`config.mk`:
```
export PLATFORM = sky130hd
export DESIGN_NAME = sprite_load_sched
export DESIGN_NICKNAME = d
export VERILOG_FILES = /design/src/rtl/sprite_load_sched_pkg.sv /design/src/rtl/sprite_load_sched_anim.sv /design/src/rtl/sprite_load_sched.sv
export SDC_FILE = /design/constraint.sdc
export NUM_CORES = 1
export LEC_CHECK = 0
export ABC_AREA = 1
export ABC_CLOCK_PERIOD_IN_PS = 4550
export BUFFER_PORTS_ARGS = -buffer_cell sky130_fd_sc_hd__buf_2
export CAP_MARGIN = 0
export CORE_ASPECT_RATIO = 0.75
export CORE_MARGIN = 2
export CORE_UTILIZATION = 55
export DETAILED_ROUTE_END_ITERATION = 8
export PLACE_DENSITY = 0.82
export SLEW_MARGIN = 20
export SYNTH_ARGS = -nofsm -noshare
export SYNTH_HDL_FRONTEND = slang
export SYNTH_SLANG_ARGS = --single-unit
```
`constraint.sdc`:
```
create_clock -name clk -period 4.55 [get_ports clk]
set_clock_uncertainty 0.2 [all_clocks]
set_input_delay 0.455 -clock clk [delete_from_list [all_inputs] [get_ports clk]]
set_output_delay 0.455 -clock clk [all_outputs]
set_load 0.01 [all_outputs]
```
`src/rtl/sprite_load_sched_pkg.sv`:
```
// ---------------------------------------------------------------------------
// sprite_load_sched_pkg
// Shared constants and types for the bird sprite loader and the renderer that
// reads the sprite RAM back.
//   FRAME_WORDS_DEF  words per bird frame (50x35 pixels)
//   NUM_FRAMES_DEF   frames stored: up, mid, down
//   TOTAL_WORDS_DEF  size of a complete texture set in the sprite RAM
//   ANIM_DIV_DEF     frame_tick pulses per flap animation step
//   load_state_t     loader state encoding
// ---------------------------------------------------------------------------
package sprite_load_sched_pkg;

   localparam int FRAME_WORDS_DEF = 1750;
   localparam int NUM_FRAMES_DEF  = 3;
   localparam int TOTAL_WORDS_DEF = FRAME_WORDS_DEF * NUM_FRAMES_DEF;
   localparam int ANIM_DIV_DEF    = 10;

   localparam int ADDR_W = 13;
   localparam int DATA_W = 16;

   // The mid frame is what the renderer shows whenever the bird is not flapping.
   localparam logic [1:0] ANIM_IDX_MID = 2'd1;

   typedef enum logic [1:0] {
      ST_IDLE  = 2'd0,
      ST_LOAD  = 2'd1,
      ST_READY = 2'd2
   } load_state_t;

   // Flap order is up -> mid -> down -> up; index 2 wraps back to 0.
   function automatic logic [1:0] next_anim_idx(input logic [1:0] idx);
      return (idx == 2'd2) ? 2'd0 : idx + 2'd1;
   endfunction

   // Start address of a frame inside the sprite RAM.
   function automatic logic [ADDR_W-1:0] anim_base_of(input logic [1:0] idx,
                                                      input int frame_words);
      return ADDR_W'(int'(idx) * frame_words);
   endfunction

endpackage

```
`src/rtl/sprite_load_sched_anim.sv`:
```
// ---------------------------------------------------------------------------
// sprite_anim_step
// Flap animation divider and frame index stepper.
//   clk, rst  clock and asynchronous active-high reset
//   tick      one pulse per displayed frame
//   enable    animation enabled
//   hold      force the mid frame and clear the divider
//   idx       current frame index (0 up, 1 mid, 2 down)
//   base      registered read base address, idx*FRAME_WORDS
// ---------------------------------------------------------------------------
module sprite_anim_step
   import sprite_load_sched_pkg::*;
#(
   parameter int FRAME_WORDS = FRAME_WORDS_DEF,
   parameter int ANIM_DIV    = ANIM_DIV_DEF
) (
   input  logic              clk,
   input  logic              rst,
   input  logic              tick,
   input  logic              enable,
   input  logic              hold,
   output logic [1:0]        idx,
   output logic [ADDR_W-1:0] base
);

   localparam int DIV_W = (ANIM_DIV > 1) ? $clog2(ANIM_DIV) : 1;

   logic [DIV_W-1:0] div_cnt;
   logic [1:0]       idx_step;

   assign idx_step = next_anim_idx(idx);

   // Divider and index advance together. base is computed from the index being
   // loaded so both registers change on the same edge, and the renderer never
   // sees an index paired with a stale base.
   always_ff @(posedge clk or posedge rst) begin
      if (rst) begin
         div_cnt <= '0;
         idx     <= ANIM_IDX_MID;
         base    <= anim_base_of(ANIM_IDX_MID, FRAME_WORDS);
      end else if (hold || !enable) begin
         div_cnt <= '0;
         idx     <= ANIM_IDX_MID;
         base    <= anim_base_of(ANIM_IDX_MID, FRAME_WORDS);
      end else if (tick) begin
         if (div_cnt == DIV_W'(ANIM_DIV - 1)) begin
            div_cnt <= '0;
            idx     <= idx_step;
            base    <= anim_base_of(idx_step, FRAME_WORDS);
         end else begin
            div_cnt <= div_cnt + DIV_W'(1);
         end
      end
   end

endmodule

```
`src/rtl/sprite_load_sched.sv`:
```
// ---------------------------------------------------------------------------
// sprite_load_sched
// Streams a bird texture set (NUM_FRAMES frames of FRAME_WORDS RGB565 words)
// from a valid/ready source into the sprite RAM, then runs the flap animation.
//   clk, rst     clock and asynchronous active-high reset
//   start        pulse requesting a texture load (ignored while loading)
//   src_valid    source word valid
//   src_data     source RGB565 word
//   src_ready    loader accepts a word this cycle
//   frame_tick   pulse per displayed frame
//   anim_en      flap animation enable
//   wr_en        sprite RAM write enable
//   wr_addr      sprite RAM write address
//   wr_data      sprite RAM write data
//   busy         load in progress or final write still pending
//   done         sprite RAM holds a complete texture set
//   anim_idx     current frame index
//   anim_base    read base address of the current frame
// ---------------------------------------------------------------------------
module sprite_load_sched
   import sprite_load_sched_pkg::*;
#(
   parameter int FRAME_WORDS = FRAME_WORDS_DEF,
   parameter int NUM_FRAMES  = NUM_FRAMES_DEF,
   parameter int ANIM_DIV    = ANIM_DIV_DEF
) (
   input  logic              clk,
   input  logic              rst,
   input  logic              start,
   input  logic              src_valid,
   input  logic [DATA_W-1:0] src_data,
   output logic              src_ready,
   input  logic              frame_tick,
   input  logic              anim_en,
   output logic              wr_en,
   output logic [ADDR_W-1:0] wr_addr,
   output logic [DATA_W-1:0] wr_data,
   output logic              busy,
   output logic              done,
   output logic [1:0]        anim_idx,
   output logic [ADDR_W-1:0] anim_base
);

   localparam int TOTAL_WORDS = FRAME_WORDS * NUM_FRAMES;
   localparam logic [ADDR_W-1:0] LAST_ADDR = ADDR_W'(TOTAL_WORDS - 1);

   load_state_t       state;
   load_state_t       state_next;
   logic [ADDR_W-1:0] word_cnt;
   logic              accept;
   logic              last_word;
   logic              load_start;
   logic              anim_hold;

   assign accept     = src_valid & src_ready;
   assign last_word  = (word_cnt == LAST_ADDR);
   assign load_start = start & (state != ST_LOAD);

   // A new load forces the mid frame in the same edge that clears done, so a
   // frame_tick arriving with start can never step the animation.
   assign anim_hold  = ~done | load_start;

   // State register.
   always_ff @(posedge clk or posedge rst) begin
      if (rst) begin
         state <= ST_IDLE;
      end else begin
         state <= state_next;
      end
   end

   // Next state: start only matters outside LOAD; LOAD ends on the
   // acceptance of the last word of the set.
   always_comb begin
      state_next = state;
      unique case (state)
         ST_IDLE:  if (start) state_next = ST_LOAD;
         ST_LOAD:  if (accept && last_word) state_next = ST_READY;
         ST_READY: if (start) state_next = ST_LOAD;
         default:  state_next = ST_IDLE;
      endcase
   end

   // Outputs decoded from state. busy stays up for the cycle of the final
   // write, after the state has already moved on to READY.
   always_comb begin
      src_ready = 1'b0;
      busy      = wr_en;
      if (state == ST_LOAD) begin
         src_ready = 1'b1;
         busy      = 1'b1;
      end
   end

   // Write pipeline and word counter. Each accepted word is written one cycle
   // later at the counter value it was accepted with. The counter wraps to 0
   // after the last word so it never holds an address beyond the RAM, and done
   // rises on the same edge that launches the final write.
   always_ff @(posedge clk or posedge rst) begin
      if (rst) begin
         word_cnt <= '0;
         wr_en    <= 1'b0;
         wr_addr  <= '0;
         wr_data  <= '0;
         done     <= 1'b0;
      end else begin
         wr_en <= accept;
         if (accept) begin
            wr_addr <= word_cnt;
            wr_data <= src_data;
         end
         if (load_start) begin
            word_cnt <= '0;
            done     <= 1'b0;
         end else if (accept) begin
            if (last_word) begin
               word_cnt <= '0;
               done     <= 1'b1;
            end else begin
               word_cnt <= word_cnt + ADDR_W'(1);
            end
         end
      end
   end

   sprite_anim_step #(
      .FRAME_WORDS (FRAME_WORDS),
      .ANIM_DIV    (ANIM_DIV)
   ) u_anim (
      .clk    (clk),
      .rst    (rst),
      .tick   (frame_tick),
      .enable (anim_en),
      .hold   (anim_hold),
      .idx    (anim_idx),
      .base   (anim_base)
   );

endmodule

```
==> results of run 1 <==
[cell type report]
type | instances | area [µm²] | area share (%)
flip-flops and latches | 56 | 1410 | 45.0
multi-input cells | 222 | 1060 | 34.1
repair buffers | 69 | 348 | 11.1
inverters | 36 | 140 | 4.49
well taps | 60 | 75.1 | 2.40
clock buffers | 5 | 68.8 | 2.20
clock inverters | 3 | 22.5 | 0.721
[synthesized netlist by cell type, types with 2 or more instances]
library cell  instances  share of area [%]
nand2_4               2               0.83
clkbuf_1              5               0.69
buf_4                 9                2.5
buf_2                 2               0.37
inv_1                33                4.6
nand3_4               2                1.3
inv_2                 2               0.28
o21ai_1              10                1.8
dfstp_2               3                2.9
a31oi_1               3               0.69
o21ai_0              19                3.5
nand2_1             121                 17
nand4_1              10                2.3
dfrtp_1              53                 49
ha_1                  6                2.8
nand3_1              15                2.8
xor2_1                4                1.3
nor2_1               22                3.0
[worst paths after layout]
kind                                   end  slack [ns]  depth (start not counted)
max reg2reg                    word_cnt[3]        2.44                          6
max                            word_cnt[3]        2.44                          6
min                             wr_data[4]        0.11                          3
min reg2reg                 u_anim.base[2]        0.27                          2
max in group asynchronous  u_anim.base[12]        3.59                          3
min in group clk                wr_data[8]        0.12                          3
[sequential cells by signal (all words and copies together), names as in the netlist]
signal          flops
word_cnt           13
state               2
u_anim.div_cnt      4
wr_data            16
wr_en               1
wr_addr            13
u_anim.idx          1
u_anim.base         5
done                1
[worst register-to-register path, cell delays in order (launching register included)]
cell and delay, ns:
dfrtp_1 0.38, inv_1 0.13, nand3_4 0.38, inv_2 0.47, nand4_2 0.20, nand2_1 0.17, nor2_1 0.07
[cell families (layout without fill, tap and decap cells)]
family | count (synthesis) | in the layout | share of synthesized area [%]
xor gates and xnor gates | 4 | 4 | 1.29
DFF | 56 | 56 | 51.7
and+or+nand+nor | 176 | 176 | 28.1
adders and majority gates | 6 | 6 | 2.76
buffers and inverters | 53 | 113 | 9.12
AOI/OAI and AO/OA | 35 | 35 | 6.86
other | 1 | 1 | 0.138
[stage by stage]
step | cell area (µm²) | setup slack, ns | util, % | power [mW]
2_1_floorplan | 2720 | 2.53 | - | 0.791
3_3_place_gp | 3030 | 2.42 | 62.9 | 0.885
3_5_place_dp | 3030 | 2.36 | 62.9 | 0.893
4_1_cts | 3120 | 2.40 | 64.8 | 1.17
5_1_grt | 3120 | 2.21 | 64.8 | 1.24
6_report | 3120 | 2.44 | 64.8 | 1.17
[layer usage]
metal | up-vias | share of wire (%)
met3 | 5 | 8.9
met4 | 0 | 0.98
li1 | 1153 | -
met5 | - | 0
met2 | 91 | 42
met1 | 1038 | 48
[cell usage in the layout, fill, tap and decap left out]
| cell type | netlist | final |
|---|---|---|
| xor2_1 | 4 | 4 |
| nor2_1 | 22 | 22 |
| o31ai_1 | 1 | 1 |
| o21ai_0 | 19 | 19 |
| conb_1 | 1 | 1 |
| clkinv_2 | 0 | 1 |
| or2_2 | 1 | 1 |
| buf_4 | 9 | 1 |
| dfstp_2 | 3 | 3 |
| nand2_2 | 1 | 1 |
| clkbuf_8 | 0 | 5 |
| nand4_2 | 1 | 1 |
| inv_6 | 0 | 1 |
| inv_1 | 33 | 32 |
| nand2_1 | 121 | 121 |
| dfrtp_1 | 53 | 53 |
| nand3_1 | 15 | 15 |
| ha_1 | 6 | 6 |
| buf_2 | 2 | 68 |
| nand2_4 | 2 | 2 |
| o22ai_1 | 1 | 1 |
| a31oi_1 | 3 | 3 |
| nand4_1 | 10 | 10 |
| inv_2 | 2 | 3 |
| o21ai_2 | 1 | 1 |
| nor2_2 | 1 | 1 |
| nand3_4 | 2 | 2 |
| o21ai_1 | 10 | 10 |
| clkinv_4 | 1 | 2 |
[power by group through the flow]
stage	combinational, mW	sequential, mW	clock [mW]
after floorplan	0.145	0.646	0
after global placement	0.253	0.632	0
after detailed placement	0.261	0.632	0
after CTS	0.261	0.625	0.287
after global routing	0.294	0.636	0.310
final	0.258	0.626	0.282
==> impl_metrics.yaml, run 1 <==
global_route:
  grtUsageTotal_pct: 22.2
  grt_overflow_total: 0
  grt_max_degree: 57
  use_met2_pct: 33.5
  grt_pass1_wl_um: 9580
  grt_util_met1_pct: 31.7
  grt_pass1_vias: 2080
  grt_busiest_layer: "met2"
  use_met3_pct: 5.99
  antenna_found_initial: 0
pwr:
  peakVddDrop_mv: 0.247
  power.share.sequential_pct: 53.7
  switchingPower_mw: 0.396
  p_int_mw: 0.770
  power_density_nw_per_um2: 373
  p_sw_share_pct: 34.0
  leakage_nw: 1.71
  p_comb_share_pct: 22.2
  clkPwrFrac_pct: 24.2
worst_setup_path:
  critical_path.max_stage_delay_ns: 0.47
  crit_path_start: "state[1]"
  cp-start-kind: "flip-flop"
  cp.buffers_inverters: 2
  path_class: "reg2reg"
  crit_arrival_ns: 2.12
  reg2reg_from: "state[1]"
  cp_max_fo: 43
  cp.required_ns: 4.56
  worstSetupEndpointType: "flip-flop"
  worst_path_max_delay_cell: "inv_2"
  critical_path.cell_chain: "inv_1, nand3_4, inv_2, nand4_2, nand2_1, nor2_1"
  cp_top_family: "simple AND/OR/NAND/NOR gates"
run_status:
  status: "finished, final reports clean"
timing:
  hold_viol: 0
  slew-limit-headroom_pct: 54.2
  tns_ns: 0
  fmax_mhz: 473
  drv_slew: 0
  worstMarginPinSlew_ns: 0.686
  period_minus_slack_ns: 2.11
  fin_hold_ws_ns: 0.110
  rsz0062_at_grt: "false"
  finalSetupViolations: 0
  fin_crit_sh_pct: 46.4
clock_tree:
  worstSkewPairLatency_ns: 0.32
  path_clk_slew_ns: 0.10
  cts_root_buffer: "clkbuf_8"
  cts_setup_buffers: 0
  cts_resized: 0
  cts_num_sinks: 56
  clock_path_buffers: 2
  htree_num_levels: 2
  cts_tree: "built"
  cts_made_buffers: 5
  cts_hold_buffers: 0
drt:
  wl_per_cell_um: 12.4
  ant_nets: 0
  routed_wirelength_um: 5600
  vias: 2287
  detail_route.vias_per_cell: 5.07
  drt-pass1-iter-count: 4
  dr.first_iter.drc_count: 243
  remaining_drc_errors: 0
placed_design:
  gp_congestion: 0.896
  dp.cells: 443
  port_buffers: 68
  hpwlAfterDp_um: 4060
finish:
  insertedDiodeCount: 0
  fillers: 421
  finalNonFillerCells: 451
  nets: 418
  drive_gt1_share_pct: 23.8
  syn2layout_area_growth_pct: 15.0
floorplanning:
  die_h_um: 64.9
  start_util_pct: 56.4
  fp-row-count: 22
  fp.dieW_um: 85.2
  io_pins: 70
  core_area_um2: 4820
  dieArea_um2: 5520
yosys:
  synth_edf_count: 0
  syn_nets: 359
  netlist_area_um2: 2720
  synth_area_per_cell_um2: 8.21
  synthDistinctLibCells: 28
  ys_seq_elements: 56
  ys.flop_type: "dfrtp_1"
  ys_async_sr_fraction_pct: 100
  syn_inst: 331
  yosysSeqAreaShare_pct: 51.7
  yosysWarnings: 0
flow_run:
  drv_cap: 0
hold_path:
  hold_class: "in2async"
Note: power is estimated with default switching activity, not from simulation.
==> run 2, diff against run 1 <==
Settings changed: ABC_CLOCK_PERIOD_IN_PS 4550 to 1830, CORE_UTILIZATION 55 to 47, PLACE_DENSITY 0.82 to 0.75.
Clock period 4.55 ns to 1.83 ns, I/O delays scaled along.
==> run 2 against run 1 <==
- flip-flop and latch count is the same
- design area increased by 7.4%
- combinational power increased to 2.7 times the previous value
- die area is 16% higher
- sequential power up 150%
- count of clock-buffer cells in the layout rose by 1
- critical path type is now reg2out
==> impl_metrics.yaml, run 2 (synthesized netlist as in run 1, its figures left out) <==
worst_setup_path:
  r2r-end: "u_anim.base[2]"
  cp.required_ns: 1.45
  worst_path_max_delay_cell: "dfrtp_1"
  cp_max_fo: 5
  r2r_slack_ns: 0.12
  cp-start-kind: "flip-flop"
  reg2reg_from: "u_anim.base[9]"
  cp.buffers_inverters: 2
  critical_path.max_stage_delay_ns: 0.47
  crit_arrival_ns: 1.37
  path_class: "reg2out"
  critical_path.cell_chain: "nand2_2, inv_1, or2_2, buf_2"
  r2r_cells: 6
  worstSetupEndpointType: "output port"
  cp_top_family: "flip-flops"
hold_path:
  hold_start: "frame_tick"
  holdPathStages: 3
  hold_class: "in2reg"
  holdPathEnd: "u_anim.div_cnt[2]"
global_route:
  grtUsageTotal_pct: 20.4
  grt_overflow_total: 0
  grt_pass1_wl_um: 10500
  antenna_found_initial: 0
  grt_pass1_vias: 2254
  grt_max_degree: 33
floorplanning:
  fp-row-count: 23
  core_area_um2: 5470
  start_util_pct: 49.7
  io_pins: 70
  dieArea_um2: 6410
  die_h_um: 69.8
  fp.dieW_um: 91.8
placed_design:
  port_buffers: 68
  dp.cells: 462
  hpwlAfterDp_um: 4270
  gp_congestion: 0.876
finish:
  nets: 440
  largest_register_ffs: 16
  layout_common_cells: "nand2_1, buf_2, dfrtp_1"
  drive_gt1_share_pct: 23.5
  top_regs: "wr_data x16, word_cnt x13, wr_addr x13"
  top_register: "wr_data"
  syn2layout_area_growth_pct: 23.5
  finalNonFillerCells: 487
  insertedDiodeCount: 0
  final_common_cell: "nand2_1"
timing:
  fmax_mhz: 569
  tns_ns: 0
  fin_hold_ws_ns: 0.0111
  slew-limit-headroom_pct: 66.6
  drv_slew: 0
  period_minus_slack_ns: 1.76
  fin_crit_sh_pct: 96.0
  rsz0062_at_grt: "false"
  finalSetupViolations: 0
  hold_viol: 0
  worstMarginPinSlew_ns: 0.500
clock_tree:
  worstSkewPairLatency_ns: 0.31
  htree_num_levels: 2
  path_clk_slew_ns: 0.09
  cts_root_buffer: "clkbuf_8"
  clock_path_buffers: 2
  cts_num_sinks: 56
  cts_made_buffers: 5
  cts_tree: "built"
drt:
  wl_met2_um: 2690
  wl_per_cell_um: 12.8
  remaining_drc_errors: 0
  routed_wirelength_um: 6250
  drt-met1-wl_um: 3050
  vias: 2357
  dr.first_iter.drc_count: 149
  detail_route.vias_per_cell: 4.84
  ant_nets: 0
  met3RoutedLength_um: 444
  top_layer: "met4"
  drt-pass1-iter-count: 4
flow_run:
  drv_cap: 0
pwr:
  leakage_nw: 1.80
  power_density_nw_per_um2: 878
  peakVddDrop_mv: 0.571
run_status:
  status: "finished, final reports clean"
[run 2: cell types whose count changed in the layout (fill, tap and decap cells not counted), sizes merged]
cell / previous run / this run
clkinv: 3 / 2
inv: 36 / 35
buf: 69 / 73
clkbuf: 5 / 6
dlygate4sd3: 0 / 18
[run 2: where the power goes]
group / internal (mW) / total (mW) / leakage [nW] / switching, mW
Clock: 0.303 / 0.699 / 0.0473 / 0.396
Sequential: 1.41 / 1.55 / 0.725 / 0.145
Combinational: 0.263 / 0.691 / 1.03 / 0.428
[run 2: final cells by class]
type                    instances  area (µm²)
fillers                       485        2110
flip-flops and latches         56        1410
multi-input cells             222        1070
repair buffers                 91         558
inverters                      36         140
well taps                      75        93.8
clock buffers                   6        82.6
clock inverters                 1        8.76
[run 2: layer usage]
metal / up-vias / GRT usage (%)
li1: 1193 / -
met5: - / 0
met3: 9 / 5.22
met4: 0 / 4.81
met1: 1073 / 29.5
met2: 82 / 30.8
[run 2: timing repair]
item	CTS	global route
gates resized for setup	0	1
hold endpoints to repair	36	0
hold buffers	18	0
buffers inserted	0	0
setup endpoints to repair	0	1
[run 2: worst min-delay path, cell delays in order]
cell and delay, ns:
buf_2 0.15, nand4_1 0.09, o21ai_1 0.06
[run 2: worst max path at each step]
stage,from,to,slack [ns],cells past startpoint
2_1_floorplan,rst,done,0.08,1
3_3_place_gp,u_anim.base[9],u_anim.base[2],0.21,6
3_5_place_dp,word_cnt[0],word_cnt[12],0.13,7
4_1_cts,state[0],busy,0.06,4
5_1_grt,state[0],busy,0.006,4
6_report,state[0],busy,0.07,4
[run 2: stage by stage]
step                      worst slack [ns]  power [mW]  instance area [µm²]  util (%)
final                               0.0739        2.94                 3350      61.4
after global placement               0.211        2.21                 3080      56.3
after CTS                           0.0596        2.95                 3350      61.3
after floorplan                     0.0807        1.97                 2720         -
after detailed placement             0.129        2.23                 3080      56.3
after global routing               0.00563        3.11                 3350      61.4
